**config.mk**
```make
export PLATFORM = sky130hd
export DESIGN_NAME = ahb2apb_multi
export DESIGN_NICKNAME = d
export VERILOG_FILES = /design/src/rtl/ahb2apb_pkg.sv /design/src/rtl/ahb2apb_strb_gen.sv /design/src/rtl/ahb2apb_multi.sv
export SDC_FILE = /design/constraint.sdc
export NUM_CORES = 1
export LEC_CHECK = 0
export CELL_PAD_IN_SITES_DETAIL_PLACEMENT = 0
export CELL_PAD_IN_SITES_GLOBAL_PLACEMENT = 1
export CORE_ASPECT_RATIO = 1.5
export CORE_MARGIN = 1
export CORE_UTILIZATION = 31
export CTS_CLUSTER_SIZE = 14
export DETAILED_ROUTE_END_ITERATION = 8
export PLACE_DENSITY_LB_ADDON = 0.1
export SLEW_MARGIN = 40
export SYNTH_ARGS = -nofsm -noshare
export SYNTH_HDL_FRONTEND = slang
export SYNTH_SLANG_ARGS = --single-unit
```
**constraint.sdc**
```tcl
create_clock -name ahb_hclk -period 2.4 [get_ports ahb_hclk]
set_input_delay 0.48 -clock ahb_hclk [delete_from_list [all_inputs] [get_ports ahb_hclk]]
set_output_delay 0.48 -clock ahb_hclk [all_outputs]
set_load 0.02 [all_outputs]
```
**src/rtl/ahb2apb_pkg.sv**
```systemverilog
// Shared encodings for the multi-slave AHB-to-APB bridge: FSM states,
// AHB transfer/size/response codes and a constant-safe clog2 helper.
package ahb2apb_pkg;

    // Bridge FSM state encoding
    typedef logic [2:0] state_t;

    localparam state_t ST_IDLE   = 3'd0;
    localparam state_t ST_WDATA  = 3'd1;
    localparam state_t ST_SETUP  = 3'd2;
    localparam state_t ST_ACCESS = 3'd3;
    localparam state_t ST_ERR1   = 3'd4;
    localparam state_t ST_ERR2   = 3'd5;

    // AHB HTRANS encodings
    localparam logic [1:0] HTRANS_IDLE   = 2'b00;
    localparam logic [1:0] HTRANS_BUSY   = 2'b01;
    localparam logic [1:0] HTRANS_NONSEQ = 2'b10;
    localparam logic [1:0] HTRANS_SEQ    = 2'b11;

    // AHB HSIZE encodings
    localparam logic [2:0] HSIZE_BYTE  = 3'd0;
    localparam logic [2:0] HSIZE_HALF  = 3'd1;
    localparam logic [2:0] HSIZE_WORD  = 3'd2;
    localparam logic [2:0] HSIZE_DWORD = 3'd3;

    // AHB HRESP encodings
    localparam logic HRESP_OKAY  = 1'b0;
    localparam logic HRESP_ERROR = 1'b1;

    // Ceiling log2; returns 0 for values of 0 or 1
    function automatic int clog2(input int value);
        int result;
        result = 0;
        while ((1 << result) < value) begin
            result++;
        end
        return result;
    endfunction

endpackage

```
**src/rtl/ahb2apb_strb_gen.sv**
```systemverilog
// Write-strobe generator: maps transfer size and the low address bits to
// APB byte lanes. Misaligned halfword/word transfers use the aligned-down
// lanes; doubleword (and any larger size) enables every lane.
module ahb2apb_strb_gen
    import ahb2apb_pkg::*;
#(
    parameter int DATA_WIDTH = 32,
    localparam int STRB_W    = DATA_WIDTH / 8,
    localparam int LANE_BITS = clog2(DATA_WIDTH / 8)
) (
    input  logic [2:0]           hsize,
    input  logic [LANE_BITS-1:0] addr_lo,
    output logic [STRB_W-1:0]    pstrb
);

    // Lane selection by size, with the offset aligned down to the size
    always_comb begin
        pstrb = '0;
        case (hsize)
            HSIZE_BYTE:  pstrb = STRB_W'(1)  << addr_lo;
            HSIZE_HALF:  pstrb = STRB_W'(3)  << (addr_lo & ~LANE_BITS'(1));
            HSIZE_WORD:  pstrb = STRB_W'(15) << (addr_lo & ~LANE_BITS'(3));
            HSIZE_DWORD: pstrb = '1;
            default:     pstrb = '1;
        endcase
    end

endmodule

```
**src/rtl/ahb2apb_multi.sv**
```systemverilog
// Single-clock AHB-lite slave to multi-slave APB bridge. One transfer is in
// flight at a time; the slave is picked by an address bit-field, writes take
// an extra cycle to capture HWDATA, and slave errors, bad indices and APB
// timeouts are reported as a two-cycle AHB ERROR response.
module ahb2apb_multi
    import ahb2apb_pkg::*;
#(
    parameter int ADDR_WIDTH = 32,
    parameter int DATA_WIDTH = 32,
    parameter int NUM_SLV    = 4,
    parameter int SLV_LSB    = 12,
    parameter int TIMEOUT    = 16
) (
    input  logic                          ahb_hclk,
    input  logic                          ahb_hrstn,
    input  logic                          ahb_hsel,
    input  logic [1:0]                    ahb_htrans,
    input  logic [2:0]                    ahb_hsize,
    input  logic                          ahb_hwrite,
    input  logic [ADDR_WIDTH-1:0]         ahb_haddr,
    input  logic [DATA_WIDTH-1:0]         ahb_hwdata,
    output logic                          ahb_hready,
    output logic                          ahb_hresp,
    output logic [DATA_WIDTH-1:0]         ahb_hrdata,
    output logic [NUM_SLV-1:0]            apb_psel,
    output logic                          apb_penable,
    output logic                          apb_pwrite,
    output logic [ADDR_WIDTH-1:0]         apb_paddr,
    output logic [DATA_WIDTH-1:0]         apb_pwdata,
    output logic [DATA_WIDTH/8-1:0]       apb_pstrb,
    input  logic [NUM_SLV-1:0]            apb_pready,
    input  logic [NUM_SLV-1:0]            apb_pslverr,
    input  logic [NUM_SLV*DATA_WIDTH-1:0] apb_prdata
);

    localparam int STRB_W    = DATA_WIDTH / 8;
    localparam int LANE_BITS = clog2(STRB_W);
    localparam int IDX_BITS  = clog2(NUM_SLV);
    localparam int IDX_W     = (IDX_BITS > 0) ? IDX_BITS : 1;
    localparam int CNT_W     = (clog2(TIMEOUT + 1) > 0) ? clog2(TIMEOUT + 1) : 1;

    state_t                  state_reg,   state_next;
    logic [ADDR_WIDTH-1:0]   addr_reg,    addr_next;
    logic                    write_reg,   write_next;
    logic [2:0]              size_reg,    size_next;
    logic [IDX_W-1:0]        idx_reg,     idx_next;
    logic [CNT_W-1:0]        cnt_reg,     cnt_next;
    logic                    hready_reg,  hready_next;
    logic                    hresp_reg,   hresp_next;
    logic [DATA_WIDTH-1:0]   hrdata_reg,  hrdata_next;
    logic [NUM_SLV-1:0]      psel_reg,    psel_next;
    logic                    penable_reg, penable_next;
    logic                    pwrite_reg,  pwrite_next;
    logic [ADDR_WIDTH-1:0]   paddr_reg,   paddr_next;
    logic [DATA_WIDTH-1:0]   pwdata_reg,  pwdata_next;
    logic [STRB_W-1:0]       pstrb_reg,   pstrb_next;

    logic                    xfer_valid;
    logic [IDX_W-1:0]        idx_in;
    logic [NUM_SLV-1:0]      in_mask;
    logic [NUM_SLV-1:0]      cur_mask;
    logic [DATA_WIDTH-1:0]   rdata_slice [NUM_SLV];
    logic [DATA_WIDTH-1:0]   rdata_sel;
    logic                    pready_sel;
    logic                    pslverr_sel;
    logic [STRB_W-1:0]       wr_strb;

    // NONSEQ and SEQ start a transfer; IDLE and BUSY are ignored
    assign xfer_valid = ahb_hsel &&
                        ((ahb_htrans == HTRANS_NONSEQ) || (ahb_htrans == HTRANS_SEQ));

    // A single-slave build has no index field in the address
    generate
        if (IDX_BITS == 0) begin : g_idx_none
            assign idx_in = '0;
        end else begin : g_idx_field
            assign idx_in = ahb_haddr[SLV_LSB +: IDX_BITS];
        end
    endgenerate

    // One-hot decode of the incoming and latched index; an all-zero
    // incoming mask means the index points past the last slave
    generate
        for (genvar gi = 0; gi < NUM_SLV; gi++) begin : g_slv
            assign in_mask[gi]     = (idx_in  == IDX_W'(gi));
            assign cur_mask[gi]    = (idx_reg == IDX_W'(gi));
            assign rdata_slice[gi] = cur_mask[gi] ?
                                     apb_prdata[gi*DATA_WIDTH +: DATA_WIDTH] : '0;
        end
    endgenerate

    assign pready_sel  = |(apb_pready  & cur_mask);
    assign pslverr_sel = |(apb_pslverr & cur_mask);

    // OR-merge of the masked read-data slices of the selected slave
    always_comb begin
        rdata_sel = '0;
        for (int i = 0; i < NUM_SLV; i++) begin
            rdata_sel = rdata_sel | rdata_slice[i];
        end
    end

    ahb2apb_strb_gen #(
        .DATA_WIDTH (DATA_WIDTH)
    ) u_strb_gen (
        .hsize   (size_reg),
        .addr_lo (addr_reg[LANE_BITS-1:0]),
        .pstrb   (wr_strb)
    );

    // Next-state and next-output computation; every output is registered
    always_comb begin
        state_next   = state_reg;
        addr_next    = addr_reg;
        write_next   = write_reg;
        size_next    = size_reg;
        idx_next     = idx_reg;
        cnt_next     = cnt_reg;
        hrdata_next  = hrdata_reg;
        psel_next    = psel_reg;
        penable_next = penable_reg;
        pwrite_next  = pwrite_reg;
        paddr_next   = paddr_reg;
        pwdata_next  = pwdata_reg;
        pstrb_next   = pstrb_reg;

        case (state_reg)
            ST_IDLE, ST_ERR2: begin
                state_next = ST_IDLE;
                if (xfer_valid) begin
                    addr_next  = ahb_haddr;
                    write_next = ahb_hwrite;
                    size_next  = ahb_hsize;
                    idx_next   = idx_in;
                    if (in_mask == '0) begin
                        state_next = ST_ERR1;
                    end else if (ahb_hwrite) begin
                        state_next = ST_WDATA;
                    end else begin
                        // Reads go straight to SETUP, so load the APB side now
                        state_next   = ST_SETUP;
                        psel_next    = in_mask;
                        penable_next = 1'b0;
                        pwrite_next  = 1'b0;
                        paddr_next   = ahb_haddr;
                        pstrb_next   = '0;
                    end
                end
            end

            ST_WDATA: begin
                state_next   = ST_SETUP;
                psel_next    = cur_mask;
                penable_next = 1'b0;
                pwrite_next  = 1'b1;
                paddr_next   = addr_reg;
                pwdata_next  = ahb_hwdata;
                pstrb_next   = wr_strb;
            end

            ST_SETUP: begin
                state_next   = ST_ACCESS;
                penable_next = 1'b1;
                cnt_next     = '0;
            end

            ST_ACCESS: begin
                if (pready_sel) begin
                    psel_next    = '0;
                    penable_next = 1'b0;
                    if (pslverr_sel) begin
                        state_next = ST_ERR1;
                    end else begin
                        state_next = ST_IDLE;
                        if (!write_reg) begin
                            hrdata_next = rdata_sel;
                        end
                    end
                end else if ((TIMEOUT > 0) && (cnt_reg == CNT_W'(TIMEOUT - 1))) begin
                    // Slave never answered: abandon the access and report an error
                    psel_next    = '0;
                    penable_next = 1'b0;
                    state_next   = ST_ERR1;
                end else begin
                    cnt_next = cnt_reg + 1'b1;
                end
            end

            ST_ERR1: begin
                state_next = ST_ERR2;
            end

            default: begin
                state_next = ST_IDLE;
            end
        endcase

        hready_next = (state_next == ST_IDLE) || (state_next == ST_ERR2);
        hresp_next  = ((state_next == ST_ERR1) || (state_next == ST_ERR2)) ?
                      HRESP_ERROR : HRESP_OKAY;
    end

    // State and output registers with synchronous active-low reset
    always_ff @(posedge ahb_hclk) begin
        if (!ahb_hrstn) begin
            state_reg   <= ST_IDLE;
            addr_reg    <= '0;
            write_reg   <= 1'b0;
            size_reg    <= '0;
            idx_reg     <= '0;
            cnt_reg     <= '0;
            hready_reg  <= 1'b1;
            hresp_reg   <= HRESP_OKAY;
            hrdata_reg  <= '0;
            psel_reg    <= '0;
            penable_reg <= 1'b0;
            pwrite_reg  <= 1'b0;
            paddr_reg   <= '0;
            pwdata_reg  <= '0;
            pstrb_reg   <= '0;
        end else begin
            state_reg   <= state_next;
            addr_reg    <= addr_next;
            write_reg   <= write_next;
            size_reg    <= size_next;
            idx_reg     <= idx_next;
            cnt_reg     <= cnt_next;
            hready_reg  <= hready_next;
            hresp_reg   <= hresp_next;
            hrdata_reg  <= hrdata_next;
            psel_reg    <= psel_next;
            penable_reg <= penable_next;
            pwrite_reg  <= pwrite_next;
            paddr_reg   <= paddr_next;
            pwdata_reg  <= pwdata_next;
            pstrb_reg   <= pstrb_next;
        end
    end

    assign ahb_hready  = hready_reg;
    assign ahb_hresp   = hresp_reg;
    assign ahb_hrdata  = hrdata_reg;
    assign apb_psel    = psel_reg;
    assign apb_penable = penable_reg;
    assign apb_pwrite  = pwrite_reg;
    assign apb_paddr   = paddr_reg;
    assign apb_pwdata  = pwdata_reg;
    assign apb_pstrb   = pstrb_reg;

endmodule
```
# Word level (Yosys, flattened, before mapping)
# Index checks and enable logic that the tools add are counted.
word_totals:
  ram_bits: 0
  rom_bits: 0
  ff_bits: 154
  inputBits: 209
  latchBits: 0
  n_memories: 0
  out_inout_bits: 108
classes:
  add_sub_neg: 1
  bitwise: 7
  multipliers: 0
  mux: 37
  reduce_logical: 23
  div_mod_pow: 0
  order_cmp: 0
  eq_ne: 23
  shifts: 2
op_table:
  columns: ["op", "count"]
  rows:
  - ["32-bit 2-to-1 mux", 7]
  - ["32-bit bitwise OR", 3]
  - ["32-bit case mux with 2 select lines", 1]
  - ["4-bit 2-to-1 mux", 8]
  - ["4-bit case mux with 2 select lines", 2]
  - ["3-bit 2-to-1 mux", 5]
  - ["3-bit case mux with 5 select lines", 1]
  - ["2-bit == test, second input constant", 6]
  - ["3-bit == test, second input constant", 4]
  - ["4-bit case mux with 3 select lines", 1]
  - ["5-bit 2-to-1 mux", 2]
  - ["2-bit inequality test, second input constant", 5]
  - ["5-bit case mux with 2 select lines", 1]
  - ["5-bit AND reduction", 2]
  - ["3-bit logical NOT", 3]
  - ["4-bit bitwise AND", 2]
  - ["4-bit AND reduction", 2]
  - ["4-bit OR reduction", 2]
  - ["3-bit by 1-bit == test with 1-bit output, second input constant", 2]
  - ["3-bit by 2-bit == test with 1-bit output, second input constant", 2]
  - ["1-bit 2-to-1 mux", 6]
  - ["5-bit by 1-bit adder with 5-bit output, second input constant", 1]
  - ["5-bit by 4-bit == test with 1-bit output, second input constant", 1]
  - ["2-bit by 1-bit == test with 1-bit output, second input constant", 2]
  - ["17 further kinds", 22]

# Logic depth before layout (Yosys ltp)
# Gate-level depths: netlist (run 1).
depth:
  depth_word: 9
  depth_mapped: 8
  ltp_nobuf: 7

# By module
# Synthesis (run 1) repeated with hierarchy kept, for this count alone.
hier_totals:
  hier_cells: 825
  area_unflattened_um2: 6889.1
modules_own_cells:
  columns: ["mod", "seq_area_each_um2", "n_inst", "cells_each", "area_per_inst_um2"]
  rows:
  - ["ahb2apb_multi", 3042.9, 1, 817, 6846.6]
  - ["ahb2apb_strb_gen", 0.0, 1, 8, 42.5]

# Worst setup path before layout (run 1)
# OpenSTA, ideal clock, no wires.
synth_path:
  kind: "in2reg"
  from: "input apb_pslverr[3]"
  to: "register hrdata_reg[20] (netlist: ahb_hrdata[20])"
  required_ns: 2.284
  arrival_ns: 1.838
  path_slack_ns: 0.446
  path_stages: 6
  path_cell_list: "mux4_2 -> or4b_1 -> buf_4 -> buf_6 -> nand3_1 -> o21ai_2"
synth_between:
  elab_chain_len: 4
synth_rtl:
  columns: ["element", "line", "rtl"]
  rows:
  - ["start, declared", "ahb2apb_multi.sv:32", "input logic [NUM_SLV-1:0] apb_pslverr,"]
  - ["4-bit bitwise AND", "ahb2apb_multi.sv:93", "assign pslverr_sel = |(apb_pslverr & cur_mask);"]
  - ["4-bit OR reduction", "ahb2apb_multi.sv:93", null]
  - ["1-bit NOT (no source line)", null, null]
  - ["4-bit AND reduction (no source line)", null, null]
  - ["end signal, assigned", "ahb2apb_multi.sv:230", "hrdata_reg <= hrdata_next;"]
  - ["end, declared", "ahb2apb_multi.sv:50", "logic [DATA_WIDTH-1:0] hrdata_reg, hrdata_next;"]
# Every way passes these cells.
# A chain may end at the register's enable or synchronous reset.

# Worst setup path after layout (run 1)
layout_path:
  from: "register cnt_reg[0]"
  to: "register psel_reg[2] (netlist: apb_psel[2])"
layout_between:
  elab_chain_len: 3
layout_rtl:
  columns: ["element", "line", "rtl"]
  rows:
  - ["start, declared", "ahb2apb_multi.sv:47", "logic [CNT_W-1:0] cnt_reg, cnt_next;"]
  - ["start signal, assigned", "ahb2apb_multi.sv:227", "cnt_reg <= cnt_next;"]
  - ["5-bit by 4-bit == test with 1-bit output", "ahb2apb_multi.sv:179", "end else if ((TIMEOUT > 0) && (cnt_reg == CNT_W'(TIMEOUT - 1))) begin"]
  - ["3-bit inequality test (no source line)", null, null]
  - ["5-bit AND reduction (no source line)", null, null]
  - ["end signal, assigned", "ahb2apb_multi.sv:231", "psel_reg <= psel_next;"]
  - ["end, declared", "ahb2apb_multi.sv:51", "logic [NUM_SLV-1:0] psel_reg, psel_next;"]
# Every way passes these cells.

==> results of run 1 <==
-- cell usage after synthesis (6+ instances only) --
library cell and instances:
mux4_2 34, o21ai_2 32, o21ai_0 12, nand3_2 8, a21oi_1 6, a21boi_0 65
buf_1 10, o211a_1 32, mux2i_1 6, nand3_1 58, buf_2 16, a21boi_1 7
buf_6 7, nand2_1 234, dfxtp_1 152, clkbuf_1 38, nor2b_1 10
-- per-stage QoR --
step	area (um^2)	power [mW]	hold WS (ps)	util	instances
6_report	11280	7.058	451.3	0.5020	1367
5_1_grt	11270	7.395	471.3	0.5018	1365
4_1_cts	11270	7.169	454.6	0.5016	1363
3_5_place_dp	10630	4.264	445.3	0.4733	1331
3_3_place_gp	10630	4.257	440.5	0.4733	1331
2_1_floorplan	7157	3.485	435.3	-	784
-- layer usage --
layer  global-route usage  share of wire  vias up
li1                     -              -     3331
met1               0.2214           0.41     3108
met2               0.3343           0.48      251
met3              0.07561          0.093       18
met4              0.07044          0.015        0
met5                    0              0        -
-- layout by cell type (no fill, tap or decap), drive strengths merged, types with 3 or more instances in the layout --
cell type      count
dfxtp            152
o21a               3
o211a             32
and3               4
a21oi              6
mux4              34
nand2            234
nand3             66
nor3               3
nor3b              4
nor2b             10
bufinv             3
mux2i              6
clkdlybuf4s50    314
a21boi            72
a22oi              5
inv                4
a21o               3
nor2               5
clkinvlp           5
buf               29
diode              4
o21ai             44
clkbuf            22
-- path summary, 6_finish.rpt --
check        cells past startpoint         start      endpoint
max                              8    cnt_reg[0]   apb_psel[2]
min                              2  addr_reg[19]  addr_reg[19]
max reg2reg                      8    cnt_reg[0]   apb_psel[2]
min reg2reg                      2  addr_reg[19]  addr_reg[19]
-- power breakdown --
part	total (mW)	switching [mW]	internal [mW]
logic	1.44	0.654	0.782
registers	2.75	0.0821	2.67
clock network	2.87	1.10	1.77
total	7.06	1.83	5.23
-- layout make-up --
type	count	area (um^2)
fillers	2160	11190
inverters	4	15.01
diodes	4	10.01
clock inverters	10	141.4
flip-flops and latches	152	3045
well taps	276	345.3
multi-input cells	556	3775
clock buffers	22	494.2
repair buffers	343	3452
-- tightest hold or removal path: stages, from the launching register on --
cell      delay, ps
dfxtp_1         310
nand2_1          50
a21boi_1         50
-- logic make-up after synthesis --
logic type      count (synthesis)  synth area share
mux                            41            0.1170
fa+ha+maj                       2          0.003496
compound gates                173            0.1937
flops                         152            0.4252
simple gates                  340            0.2101
buf+inv                        76           0.05053
==> results by group, run 1 <==
Setup path
  • Crit Path Max Fanout: 4
  • Max incr delay on CP: roughly 330 ps
  • CP most frequent cell: ha_1
  • Slowest stage cell, crit path: dfxtp_1
  • Worst path arrival time: 2460 ps
  • Critical path cell sequence: ha_1 -> and3_1 -> ha_1 -> nor2b_1 -> a22oi_1 -> a21oi_1 -> buf_4 -> mux2i_1
  • Crit-path leading delay family: compound AO/OA/AOI/OAI gates
  • Worst reg-to-reg setup slack: ~300 ps
  • Worst Path Required: between 2000 and 3000 ps
  • Crit end category: register
  • WP buf/inv: 1
  • Setup crit start kind: register
  • Crit path kind: reg -> reg

CTS
  • H-tree depth: 4
  • Num CTS Buffers: 17
  • CTS Hold Bufs: 0
  • Clk sink count: between 150 and 200
  • Worst-Skew Late Latency: ~430 ps
  • Post-CTS Repair Setup Buffers: 0
  • Clk slew on worst S/H paths: 60 ps
  • CTS tree: done
  • Number of gates resized after cts: 0
  • CTS Root Cell: clkbuf_16
  • Clock Tree Buf Depth: 2

Timing
  • Crit share post-route: 0.8749
  • Min Clock Period, post-route: 2100 ps
  • Clock Skews: a little over 6 ps
  • Setup TNS: 0 ps
  • Least-Margin Pin Slew: 637.6 ps
  • Max_slew headroom: 0.5749
  • Peak Freq: between 0.4 and 0.5 GHz
  • Setup ws final: 300.3 ps
  • Final Max Slew Viols: 0
  • Unrepaired setup endpoints after global routing: false
  • Final Setup Violations: 0
  • Final Hold Fails: 0

Global routing
  • Gr ovfl total: 0
  • Antenna violations before repair: 4
  • First-pass GRT wire length: around 36 mm
  • Largest net degree at the start of global routing: between 60 and 70
  • Number of global-route vias before repair: between 6000 and 7000
  • Total GRT Usage: 0.1964

Routing
  • Avg Vias per Cell: 4.907
  • DR DRC count: 0
  • Total number of vias: roughly 6700
  • First DRT Iteration DRCs: between 200 and 300
  • Final wirelength: between 20 and 25 mm
  • Antenna-violating nets left: 0
  • DR WL/cell: approximately 17 um
  • Detailed Routing Iterations Pass 1: 4

Power and ir drop
  • Worst ir drop on vdd: 0.4845 mV
  • PwrDens: ~630 nW/um^2
  • Pleak: between 4 and 5 nW

Die
  • Die Y-Extent: around 190 um
  • Top Ports: 317
  • Die area: 23710 um^2
  • Core Region: 22470 um^2
  • Initial core utilization: 0.3186
  • Die width: approximately 130 um
  • Cell row count: 67

Yosys
  • Cell Area, Synth: 7157 um^2
  • Synth area leader: dfxtp_1
  • Yosys top cell area share: 0.4252
  • Primary FF master, synth: dfxtp_1
  • Avg Cell Area, Syn: between 9 and 10 um^2
  • Mapped Cells: about 780
  • FFs w/ async S/R, synth: 0
  • Post-synthesis cell type count: 45
  • Fraction of the yosys area taken by sequential cells: 0.4252
  • Synth warn: 0
  • Area contributors post-synth: dfxtp_1 (43%), nand2_1 (12%), mux4_2 (11%), a21boi_0 (6.8%), o211a_1 (4.5%)
  • Register bit total from synthesis: 152
  • Syn Nets: 995
  • Post-synth EDFFs: 0

Layout
  • Share of cells above drive strength 1: 0.1316
  • Final nets: between 1000 and 1500
  • Synth-to-layout area growth: 57.59%

Run
  • Max-cap viol count: 0

Run status
  • Status: completed

Placement
  • Placer Congestion: 0.7438
  • Pre-CTS WS: -39.65 ps
  • PortBufs: roughly 320
  • Hpwl dp: 16.53 mm

Worst hold path
  • Worst Hold Class: reg -> reg
Power figures use the tool's default switching activity.
==> run 2, diff against run 1 <==
- CORE_UTILIZATION: 31 -> 29
- CTS_CLUSTER_SIZE: 14 -> 8
- MAX_ROUTING_LAYER: default -> met4
- SYNTH_HIERARCHICAL: default -> 1
==> run 2 against run 1 <==
Compared with the run above:
- first-iteration DRC count up 7.1%
- die area up 2.9%
- critical endpoint is now ahb_hrdata[24]
- clock skew up 2.2 ps
- largest cell class unchanged
==> results by group, run 2 <==
Setup path
  • Critical path cell sequence: mux4_2 -> or4b_1 -> buf_12 -> nand2_1 -> a21oi_1 (was ha_1 -> and3_1 -> ha_1 -> nor2b_1 -> a22oi_1 -> a21oi_1 -> buf_4 -> mux2i_1)
  • Crit end category: register (unchanged)
  • Crit Path Max Fanout: 32 (was 4)
  • Setup crit start kind: register (unchanged)
  • Crit path kind: reg -> reg (unchanged)
  • WP buf/inv: 1 (unchanged)
  • Max incr delay on CP: 580 ps (was 330 ps)
  • Slowest stage cell, crit path: mux4_2 (was dfxtp_1)
  • Crit-path leading delay family: simple AND/OR/NAND/NOR gates (was compound AO/OA/AOI/OAI gates)
  • Worst path arrival time: 2320 ps (was 2460 ps)
  • Worst Path Required: 2710 ps (was 2760 ps)

CTS
  • Clk slew on worst S/H paths: 60 ps (about the same)
  • Number of gates resized after cts: 0 (unchanged)
  • Num CTS Buffers: 17 (unchanged)
  • Clock Tree Buf Depth: 2 (unchanged)
  • Post-CTS Repair Setup Buffers: 0 (unchanged)
  • CTS Hold Bufs: 0 (unchanged)
  • CTS tree: done (unchanged)
  • Worst-Skew Late Latency: 430 ps (about the same)
  • CTS Root Cell: clkbuf_16 (unchanged)
  • H-tree depth: 4 (unchanged)
  • Clk sink count: 152 (unchanged)

Yosys
  • Count leader, synth: nand2_1 (unchanged)
  • Post-synth EDFFs: 0 (unchanged)
  • Register bit total from synthesis: 152 (unchanged)
  • Primary FF master, synth: dfxtp_1 (unchanged)
  • Yosys top cell area share: 0.4417 (was 0.4252)
  • Cell Area, Synth: 6889 um^2 (was 7157 um^2)
  • Post-synth top cells: nand2_1 (275), dfxtp_1 (152), a21oi_1 (139) (was nand2_1 (234), dfxtp_1 (152), a21boi_0 (65))
  • Fraction of the yosys area taken by sequential cells: 0.4417 (was 0.4252)
  • FFs w/ async S/R, synth: 0 (unchanged)
  • Area contributors post-synth: dfxtp_1 (44%), nand2_1 (15%), mux4_2 (11%), a21oi_1 (10%), a211o_1 (3.9%) (was dfxtp_1 (43%), nand2_1 (12%), mux4_2 (11%), a21boi_0 (6.8%), o211a_1 (4.5%))
  • Synth area leader: dfxtp_1 (unchanged)
  • Post-synthesis cell type count: 49 (was 45)
  • Synth warn: 6 (was 0)
  • Avg Cell Area, Syn: 8.350 um^2 (was 9.129 um^2)
  • Mapped Cells: 825 (was 784)
  • Syn Nets: 1036 (was 995)

Layout
  • Filler cells: 2277 (was 2160)
  • Share of cells above drive strength 1: 0.09091 (was 0.1316)
  • Sequential cell area: 3047 um^2 (was 3045 um^2)
  • Diode count: 0 (was 4)
  • Commonest non-fill, non-tap cells in the layout: clkdlybuf4s50_1 (315), nand2_1 (275), dfxtp_1 (149) (was clkdlybuf4s50_1 (314), nand2_1 (234), dfxtp_1 (150))
  • Final nets: 1320 (was 1285)
  • Footprint of the multi-input gates: 3532 um^2 (was 3775 um^2)
  • Most common cell after layout, fill and taps aside: clkdlybuf4s50_1 (unchanged)
  • Final instance area: 11050 um^2 (was 11280 um^2)
  • Synth-to-layout area growth: 60.39% (was 57.59%)

Worst hold path
  • Worst Hold Class: reg -> reg (unchanged)

Timing
  • Crit share post-route: 0.8404 (was 0.8749)
  • Unrepaired setup endpoints after global routing: false (unchanged)
  • Peak Freq: 0.4958 GHz (was 0.4763 GHz)
  • Final Hold Fails: 0 (unchanged)
  • Max_slew headroom: 0.5733 (was 0.5749)
  • Final Setup Violations: 0 (unchanged)
  • Min Clock Period, post-route: 2017 ps (was 2100 ps)
  • Least-Margin Pin Slew: 640.0 ps (was 637.6 ps)
  • Final Max Slew Viols: 0 (unchanged)
  • Clock Skews: 8.400 ps (was 6.228 ps)

Routing
  • WL met3: 2.347 mm (was 2.146 mm)
  • Antenna-violating nets left: 0 (unchanged)
  • DR WL/cell: 16.73 um (was 16.85 um)
  • Detailed Routing Iterations Pass 1: 5 (was 4)
  • First DRT Iteration DRCs: 272 (was 254)
  • Met2 wire length: 11.65 mm (was 11.05 mm)
  • Avg Vias per Cell: 4.801 (was 4.907)
  • DR DRC count: 0 (unchanged)
  • Wl on met1: 9.773 mm (was 9.485 mm)
  • Total number of vias: 6899 (was 6708)
  • Top layer reached by signal wires: met4 (unchanged)
  • Final wirelength: 24.04 mm (was 23.03 mm)

Run status
  • Status: completed (unchanged)

Global routing
  • Gr ovfl total: 0 (unchanged)
  • Largest net degree at the start of global routing: 64 (was 66)
  • First-pass GRT wire length: 36.34 mm (was 36.19 mm)
  • Total GRT Usage: 0.1984 (was 0.1964)
  • Antenna violations before repair: 0 (was 4)
  • Number of global-route vias before repair: 6545 (was 6582)

Power and ir drop
  • Int Pwr: 5.172 mW (was 5.225 mW)
  • Pleak: 3.785 nW (was 4.337 nW)
  • Worst ir drop on vdd: 0.5231 mV (was 0.4845 mV)
  • Clock power share: 0.404 (was 0.407)
  • PwrDens: 635.3 nW/um^2 (was 625.8 nW/um^2)
  • Sw Share: 0.2632 (was 0.2597)
  • Total Power: 7.020 mW (was 7.058 mW)
  • P_sw: 1.848 mW (was 1.833 mW)
  • Flop pwr share: 0.390 (about the same)
  • Logic gate share of total power: 0.205 (was 0.203)

Die
  • Cell row count: 68 (was 67)
  • Initial core utilization: 0.2977 (was 0.3186)
  • Core Region: 23140 um^2 (was 22470 um^2)
  • Die area: 24390 um^2 (was 23710 um^2)
  • Top Ports: 317 (unchanged)
  • Die width: 127.8 um (was 126.1 um)
  • Die Y-Extent: 190.8 um (was 188.1 um)

Placement
  • DP Area: 10430 um^2 (was 10630 um^2)
  • Hpwl dp: 16.87 mm (was 16.53 mm)
  • Placer Congestion: 0.7431 (was 0.7438)
  • PortBufs: 315 (unchanged)

Run
  • Max-cap viol count: 0 (unchanged)
[run 2: cell count changes after synthesis, moves of 27 or more]
| cell | change |
|---|---|
| a21oi_1 | +133 |
| a21boi_0 | -64 |
| nand3_1 | -54 |
| nand2_1 | +41 |
| o211a_1 | -32 |
| o21ai_2 | -32 |
| a211o_1 | +31 |
| o21ai_0 | +27 |
[run 2: metrics by stage]
| step | TNS, ps | utilization | hold WS, ps | cells | worst slack, ps |
|---|---|---|---|---|---|
| after CTS | 0 | 0.4775 | 454.3 | 1437 | 377.0 |
| after detailed placement | -169.2 | 0.4506 | 445.7 | 1405 | -15.87 |
| after global routing | 0 | 0.4775 | 467.3 | 1437 | 312.1 |
| after global placement | -0.6646 | 0.4506 | 440.6 | 1405 | -0.6646 |
| after floorplan | 0 | - | 436.6 | 825 | 460.9 |
| final | 0 | 0.4775 | 451.7 | 1437 | 383.0 |
[run 2: path summary, 6_finish.rpt]
| kind | cells past startpoint | to | from | slack, ps |
|---|---|---|---|---|
| max | 5 | ahb_hrdata[24] | addr_reg[12] | 380 |
| max reg2reg | 5 | ahb_hrdata[24] | addr_reg[12] | 380 |
| min | 2 | ahb_hrdata[3] | ahb_hrdata[3] | 450 |
| min reg2reg | 2 | ahb_hrdata[3] | ahb_hrdata[3] | 450 |
[run 2: area by class of cell]
type / count / area share
Multi-Input combinational cell: 594 / 0.3197
Timing Repair Buffer: 339 / 0.3107
Sequential cell: 152 / 0.2757
Clock buffer: 20 / 0.04043
Tap cell: 315 / 0.03567
Clock inverter: 12 / 0.01585
Inverter: 5 / 0.001925
[run 2: kinds of logic (layout without fill, tap and decap cells)]
logic type                 after synthesis  in the layout  share of synthesized area
and+or+nand+nor                        321            321                     0.1929
adders and majority gates                2              2                   0.003632
muxes                                   40             40                     0.1202
AOI/OAI and AO/OA                      229            229                     0.1902
buffers and inverters                   79            376                    0.04885
DFF                                    152            152                     0.4417
xor gates and xnor gates                 2              2                   0.002543
[run 2: worst register-to-register path, delay by kind of cell, from the launching register on]
kind / cells / cell delay [ps]
mux: 1 / 590
buf+inv: 1 / 200
simple gates: 2 / 630
compound gates: 1 / 60
flops: 1 / 430
[run 2: power by group through the flow]
stage	Clock, mW	Combinational (mW)	Sequential [mW]
after floorplan	0	0.592	2.89
after global placement	0	1.46	2.79
after detailed placement	0	1.46	2.79
after CTS	2.92	1.47	2.74
after global routing	3.02	1.56	2.76
final	2.84	1.44	2.74
[run 2: routing by layer]
layer / up-vias / track usage
li1: 3407 / -
met1: 3225 / 0.2271
met2: 246 / 0.3253
met3: 21 / 0.06678
met4: 0 / 0.06154
met5: - / -
